## src/rtl/issue_ctrl.sv

```systemverilog
// Decode-stage issue controller: load scoreboard, loads-in-flight limit, RAW/WAW stall
// and multi-cycle IF/ID flush sequencing after an EX redirect.
module issue_ctrl #(
    parameter int MAX_PENDING  = 4,
    parameter int FLUSH_CYCLES = 2,
    localparam int CW = $clog2(MAX_PENDING + 1)
) (
    input  logic          clk_i,
    input  logic          rst_i,
    input  logic          id_valid_i,
    input  logic [4:0]    id_rs1_addr_i,
    input  logic [4:0]    id_rs2_addr_i,
    input  logic [4:0]    id_rd_addr_i,
    input  logic          id_uses_rs1_i,
    input  logic          id_uses_rs2_i,
    input  logic          id_reg_write_i,
    input  logic          id_mem_to_reg_i,
    input  logic          ex_ready_i,
    input  logic          redirect_i,
    input  logic          wb_valid_i,
    input  logic [4:0]    wb_rd_addr_i,
    output logic          issue_o,
    output logic          id_stall_o,
    output logic          id_flush_o,
    output logic [31:0]   busy_o,
    output logic [CW-1:0] pending_cnt_o
);

    localparam int FW = (FLUSH_CYCLES > 1) ? $clog2(FLUSH_CYCLES) : 1;

    typedef enum logic [0:0] {ST_RUN = 1'b0, ST_FLUSH = 1'b1} state_e;

    state_e        state_q, state_d;
    logic [FW-1:0] cnt_q, cnt_d;
    logic [31:0]   busy_q, busy_d;
    logic [CW-1:0] pending_q, pending_d;

    logic        wb_clear_s;
    logic [31:0] wb_mask_s;
    logic [31:0] busy_eff_s;
    logic [31:0] rd_onehot_s;
    logic        rd_nz_s;
    logic        hazard_s;
    logic        tracked_s;
    logic        full_s;
    logic        inc_s;
    logic        issue_s;
    logic        stall_s;
    logic        flush_s;

    // Hazard and capacity evaluation; a completing writeback releases its register this cycle
    always_comb begin
        wb_clear_s  = wb_valid_i & busy_q[wb_rd_addr_i];
        wb_mask_s   = wb_clear_s ? (32'd1 << wb_rd_addr_i) : 32'd0;
        busy_eff_s  = busy_q & ~wb_mask_s;
        rd_onehot_s = 32'd1 << id_rd_addr_i;
        rd_nz_s     = (id_rd_addr_i != 5'd0);
        hazard_s    = id_valid_i & ((id_uses_rs1_i & busy_eff_s[id_rs1_addr_i])
                                  | (id_uses_rs2_i & busy_eff_s[id_rs2_addr_i])
                                  | (id_reg_write_i & rd_nz_s & busy_eff_s[id_rd_addr_i]));
        tracked_s   = id_mem_to_reg_i & id_reg_write_i & rd_nz_s;
        full_s      = tracked_s & ((pending_q - CW'(wb_clear_s)) == CW'(MAX_PENDING));
    end

    // Issue/flush FSM next state and handshake outputs
    always_comb begin
        state_d = state_q;
        cnt_d   = cnt_q;
        issue_s = 1'b0;
        stall_s = 1'b0;
        flush_s = 1'b0;
        case (state_q)
            ST_RUN: begin
                issue_s = id_valid_i & ~hazard_s & ~full_s & ex_ready_i & ~redirect_i;
                stall_s = id_valid_i & ~issue_s & ~redirect_i;
                flush_s = redirect_i;
            end
            ST_FLUSH: begin
                flush_s = 1'b1;
                if (cnt_q <= FW'(1)) begin
                    state_d = ST_RUN;
                    cnt_d   = '0;
                end else begin
                    cnt_d = cnt_q - FW'(1);
                end
            end
            default: begin
                state_d = ST_RUN;
                cnt_d   = '0;
            end
        endcase
        // cnt counts remaining flush cycles after the redirect cycle itself
        if (redirect_i) begin
            flush_s = 1'b1;
            if (FLUSH_CYCLES > 1) begin
                state_d = ST_FLUSH;
                cnt_d   = FW'(FLUSH_CYCLES - 1);
            end else begin
                state_d = ST_RUN;
                cnt_d   = '0;
            end
        end else begin
            flush_s = flush_s;
        end
    end

    // Scoreboard and pending-count next state; same-register clear+set leaves the bit set
    always_comb begin
        inc_s     = issue_s & tracked_s;
        busy_d    = (busy_eff_s | (inc_s ? rd_onehot_s : 32'd0)) & ~32'd1;
        pending_d = pending_q + CW'(inc_s) - CW'(wb_clear_s);
    end

    // State registers with synchronous reset
    always_ff @(posedge clk_i) begin
        if (rst_i) begin
            state_q   <= ST_RUN;
            cnt_q     <= '0;
            busy_q    <= 32'd0;
            pending_q <= '0;
        end else begin
            state_q   <= state_d;
            cnt_q     <= cnt_d;
            busy_q    <= busy_d;
            pending_q <= pending_d;
        end
    end

    assign issue_o       = issue_s & ~rst_i;
    assign id_stall_o    = stall_s & ~rst_i;
    assign id_flush_o    = flush_s & ~rst_i;
    assign busy_o        = rst_i ? 32'd0 : busy_q;
    assign pending_cnt_o = rst_i ? '0 : pending_q;

endmodule

```

## config.mk

```make
export PLATFORM = sky130hd
export DESIGN_NAME = issue_ctrl
export DESIGN_NICKNAME = d
export VERILOG_FILES = /design/src/rtl/issue_ctrl.sv
export SDC_FILE = /design/constraint.sdc
export NUM_CORES = 1
export LEC_CHECK = 0
export BUFFER_PORTS_ARGS = -buffer_cell sky130_fd_sc_hd__buf_2
export CAP_MARGIN = 20
export CORE_ASPECT_RATIO = 1.25
export CORE_UTILIZATION = 55
export DETAILED_ROUTE_END_ITERATION = 8
export PLACE_DENSITY_LB_ADDON = 0.1
export RECOVER_POWER = 50
export SETUP_SLACK_MARGIN = 0.05
export SLEW_MARGIN = 20
export SYNTH_ARGS = -nofsm -noshare
export SYNTH_HDL_FRONTEND = slang
export SYNTH_SLANG_ARGS = --single-unit
```

## constraint.sdc

```tcl
create_clock -name clk_i -period 13.2 [get_ports clk_i]
set_input_delay 2.64 -clock clk_i [delete_from_list [all_inputs] [get_ports clk_i]]
set_output_delay 2.64 -clock clk_i [all_outputs]
set_load 0.02 [all_outputs]
```

==> results_dict.tcl <==
set metrics [dict create \
    antenna_cells 0 \
    wl_um 13910 \
    max_freq_ghz 0.1073 \
    clockRootBuffer "clkbuf_8" \
    place_area_um2 4044 \
    synth_compound_area_frac 0.2322 \
    period_minus_slack_ns 9.319 \
    drive_above_1_share 0.1364 \
    r2r_end "pending_q[2]$_SDFF_PP0_" \
    switching_share 0.3456 \
    area_growth_pct 7.794 \
    clk_latency_ns 0.30 \
    overflow 0 \
    drv_slew 56 \
    cts_resized 0 \
    seqPwrFrac 0.422 \
    synth_warnings 0 \
    worst_pin_slew_ns 2.039 \
    final-setup-viol-count 0 \
    die_w_um 76.24 \
    slowest_stage "o22ai_1" \
    p_leak_uw 0.001360 \
    grt_max_degree 56 \
    power.switching_uw 89.64 \
    ys_seq_area_frac 0.1849 \
    synth_edf_count 0 \
    postCtsSetupRepairBufs 0 \
    cts-hold-fix-buffers 0 \
    cp_common_cell "nor4_1" \
    fp.dieH_um 94.80 \
    ys.flop_type "dfxtp_1" \
    comb_power_share 0.268 \
    cap_viol_max_count 1 \
    synth-seq-cells 35 \
    r2r-start "busy_q[15]$_SDFF_PP0_" \
    peakVddDrop_uv 44.69 \
    critPathLaunchType "input pin" \
    cts_made_buffers 5 \
    finalHoldViolCount 0 \
    startpoint "wb_rd_addr_i[0]" \
    synth_mux_area_frac 0.1225 \
    dieArea_um2 7227 \
    clkPwrFrac 0.310 \
    grt_pass1_vias 3906 \
    cp.arrival_ns 6.68 \
    max_slew_margin -0.3590 \
    cts_tree "done" \
    reg2reg_slack_ns 8.21 \
    synthTopCellsByArea "dfxtp_1, nor2b_1, nor2_1, o21ai_0, mux4_2" \
    failed_checks "capacitance limit, slew limit" \
    fillers 676 \
    drt-initial-drc-count 616 \
    critPathCaptureType "primary output" \
    vias_per_cell 6.837 \
    yosysUniqueCellTypes 67 \
    rr_worst_depth 20 \
    synth_top_family_by_area "simple AND/OR/NAND/NOR gates" \
    core_area_um2 6606 \
    synth_top_area_frac 0.1849 \
    htreeDepth 2 \
    pin_count 68 \
    async_flop_share 0 \
    initial_core_util 0.5735 \
    synthSimpleGateAreaFrac 0.3583 \
    powerDensity_nw_per_um2 63.50 \
    detail_route.first_pass.iterations 6 \
    place.gp.congestion 0.9604 \
    wl_per_cell_um 21.83 \
    critPathMaxStageDelay_ns 0.53 \
    grt_pass1_wl_um 21090 \
    hp-class "register to register" \
    period_share 0.7060 \
    ant_nets 0 \
    antenna_found_initial 0 \
    final_nets 584 \
    gr-usage-all-layers 0.3835 \
    post-dp-hpwl_um 10580 \
    synthAdderAreaFrac 0.01519 \
    clock_skew_ns 0.01002 \
    rows 33 \
    critPathRequiredTime_ns 10.56 \
    yosys.area.top_type "dfxtp_1" \
    syn_nets 552 \
    netlist_area_um2 3789 \
    clock-sinks 35 \
    cp_cell_sequence "buf_2 > and2b_1 > a21oi_1 > o21a_1 > o22ai_1 > nand2_1 > a21oi_1 > ha_1 > xnor2_1 > nor4_1 > nor4_1 > nand4_1 > nor3_1 > and4b_1 > o211ai_4 > nor4_1 > buf_2" \
    clkTransAtPathRegs_ns 0.07 \
    cp_max_fo 34 \
    rsz0062_at_grt "false" \
    dr_total_vias 4355 \
    worstSetupPathType "input pin to primary output" \
    status "finished, violations left" \
    drc 0 \
    synth_xor_xnor_area_share 0.02081 \
    internal_power_uw 169.7 \
    tns_ns 0 \
    final_area_um2 4084 \
    clk_path_buf_depth 2 \
    port_buffers 66 \
    syn_area_per_cell_um2 7.314 \
    crit_end "issue_o" \
    synth_cells 518 \
]
[power groups by stage]
stage               clock [uW]  combinational [uW]  sequential, uW
global placement             0                66.8             112
global route              85.2                75.2             109
detailed placement           0                67.9             112
CTS                       80.4                68.2             109
floorplan                    0                50.9             111
finish                    80.4                69.6             109
[cell usage in the layout, fill, tap and decap left out, types with 4 or more instances in the layout]
cell type / netlist / layout
nor2_1: 53 / 53
nand2_1: 46 / 46
nor2b_1: 40 / 40
o21ai_0: 36 / 36
clkbuf_1: 25 / 36
dfxtp_1: 35 / 35
buf_2: 10 / 31
nand3_1: 21 / 21
mux2i_1: 16 / 16
a21oi_1: 14 / 14
nand2b_1: 14 / 14
nand4_1: 14 / 14
nor3_1: 13 / 13
inv_1: 11 / 11
or2_2: 11 / 11
o32ai_1: 11 / 11
mux2_2: 10 / 10
o31ai_1: 9 / 9
mux4_2: 8 / 8
nand4b_1: 8 / 8
o21ai_1: 8 / 8
a31oi_1: 6 / 6
clkbuf_8: 0 / 6
xnor2_1: 5 / 5
nor4_1: 6 / 5
or4_1: 4 / 4
nor3b_1: 4 / 4
xor2_1: 4 / 4
o41ai_1: 4 / 4
[per-stage QoR]
stage	utilization	hold WS (ns)	worst slack, ns	instances	total power (uW)
detailed placement	0.6121	0.5912	3.966	630	179.6
global placement	0.6121	0.5720	4.083	630	178.5
CTS	0.6254	0.6089	3.945	637	257.9
finish	0.6182	0.5979	3.881	637	259.3
floorplan	-	0.4893	4.237	518	161.8
global route	0.6182	0.6412	3.442	637	269.6
[worst max-delay path: cells and delay by family]
family	cells	cell delay, ns
AND/OR/NAND/NOR	8	1.59
AO/OA/AOI/OAI	5	1.39
buffers and inverters	2	0.72
adder cells (fa/ha/maj)	1	0.21
XOR/XNOR	1	0.11
[cell usage after synthesis (all sizes together) (3+ instances only)]
cell	instances
nor2b	40
buf	17
mux4	8
inv	11
o2111ai	3
mux2	11
clkbuf	26
or3	3
a2111oi	3
a31oi	6
o32ai	11
o41ai	5
o211ai	3
ha	3
o21ai	44
o311ai	4
nand3b	3
nand2b	14
nand4b	9
nor3	13
o22ai	3
xnor2	5
mux2i	16
o21a	3
o221ai	3
nor4b	3
a21oi	14
a21boi	3
nor3b	4
or4	4
nand4	14
o31ai	9
nor2	53
nor4	6
or2	11
xor2	4
nand2	46
dfxtp	35
nand3	21
[final cells by class]
| type | instances | area, um^2 | area share |
|---|---|---|---|
| Timing Repair Buffer | 68 | 297.8 | 0.07292 |
| Multi-Input combinational cell | 429 | 2848 | 0.6973 |
| Clock buffer | 6 | 82.58 | 0.02022 |
| Sequential cell | 35 | 700.7 | 0.1716 |
| Inverter | 11 | 41.29 | 0.01011 |
| Clock inverter | 1 | 5.005 | 0.001225 |
| Tap cell | 87 | 108.9 | 0.02665 |
[metal layers]
metal	global-route usage	vias to the layer above	routed length [um]
li1	-	1998	-
met5	0	-	0
met1	0.4576	2013	5290
met4	0.2676	0	1021
met2	0.6471	277	6608
met3	0.04348	67	987
[registers in the layout, summed over array words and instances, names as in the netlist]
name       cells
busy_q        31
pending_q      3
state_q        1
[cells by family after synthesis]
group / after synthesis
and+or+nand+nor: 252
AOI/OAI and AO/OA: 128
buffers and inverters: 54
muxes: 35
DFF: 35
xor gates and xnor gates: 9
adders and majority gates: 4
other: 1
[how the worst min path moves through the flow]
stage	startpoint	endpoint	slack [ns]	cells past startpoint
2_1_floorplan	busy_q[12]$_SDFF_PP0_	busy_q[12]$_SDFF_PP0_	0.49	2
6_report	pending_q[0]$_SDFF_PP0_	pending_q[0]$_SDFF_PP0_	0.60	2
4_1_cts	busy_q[12]$_SDFF_PP0_	busy_q[12]$_SDFF_PP0_	0.61	2
5_1_grt	pending_q[0]$_SDFF_PP0_	pending_q[0]$_SDFF_PP0_	0.64	2
3_5_place_dp	pending_q[0]$_SDFF_PP0_	pending_q[0]$_SDFF_PP0_	0.59	2
3_3_place_gp	pending_q[0]$_SDFF_PP0_	pending_q[0]$_SDFF_PP0_	0.57	2
(Power assumes the default switching activity.)
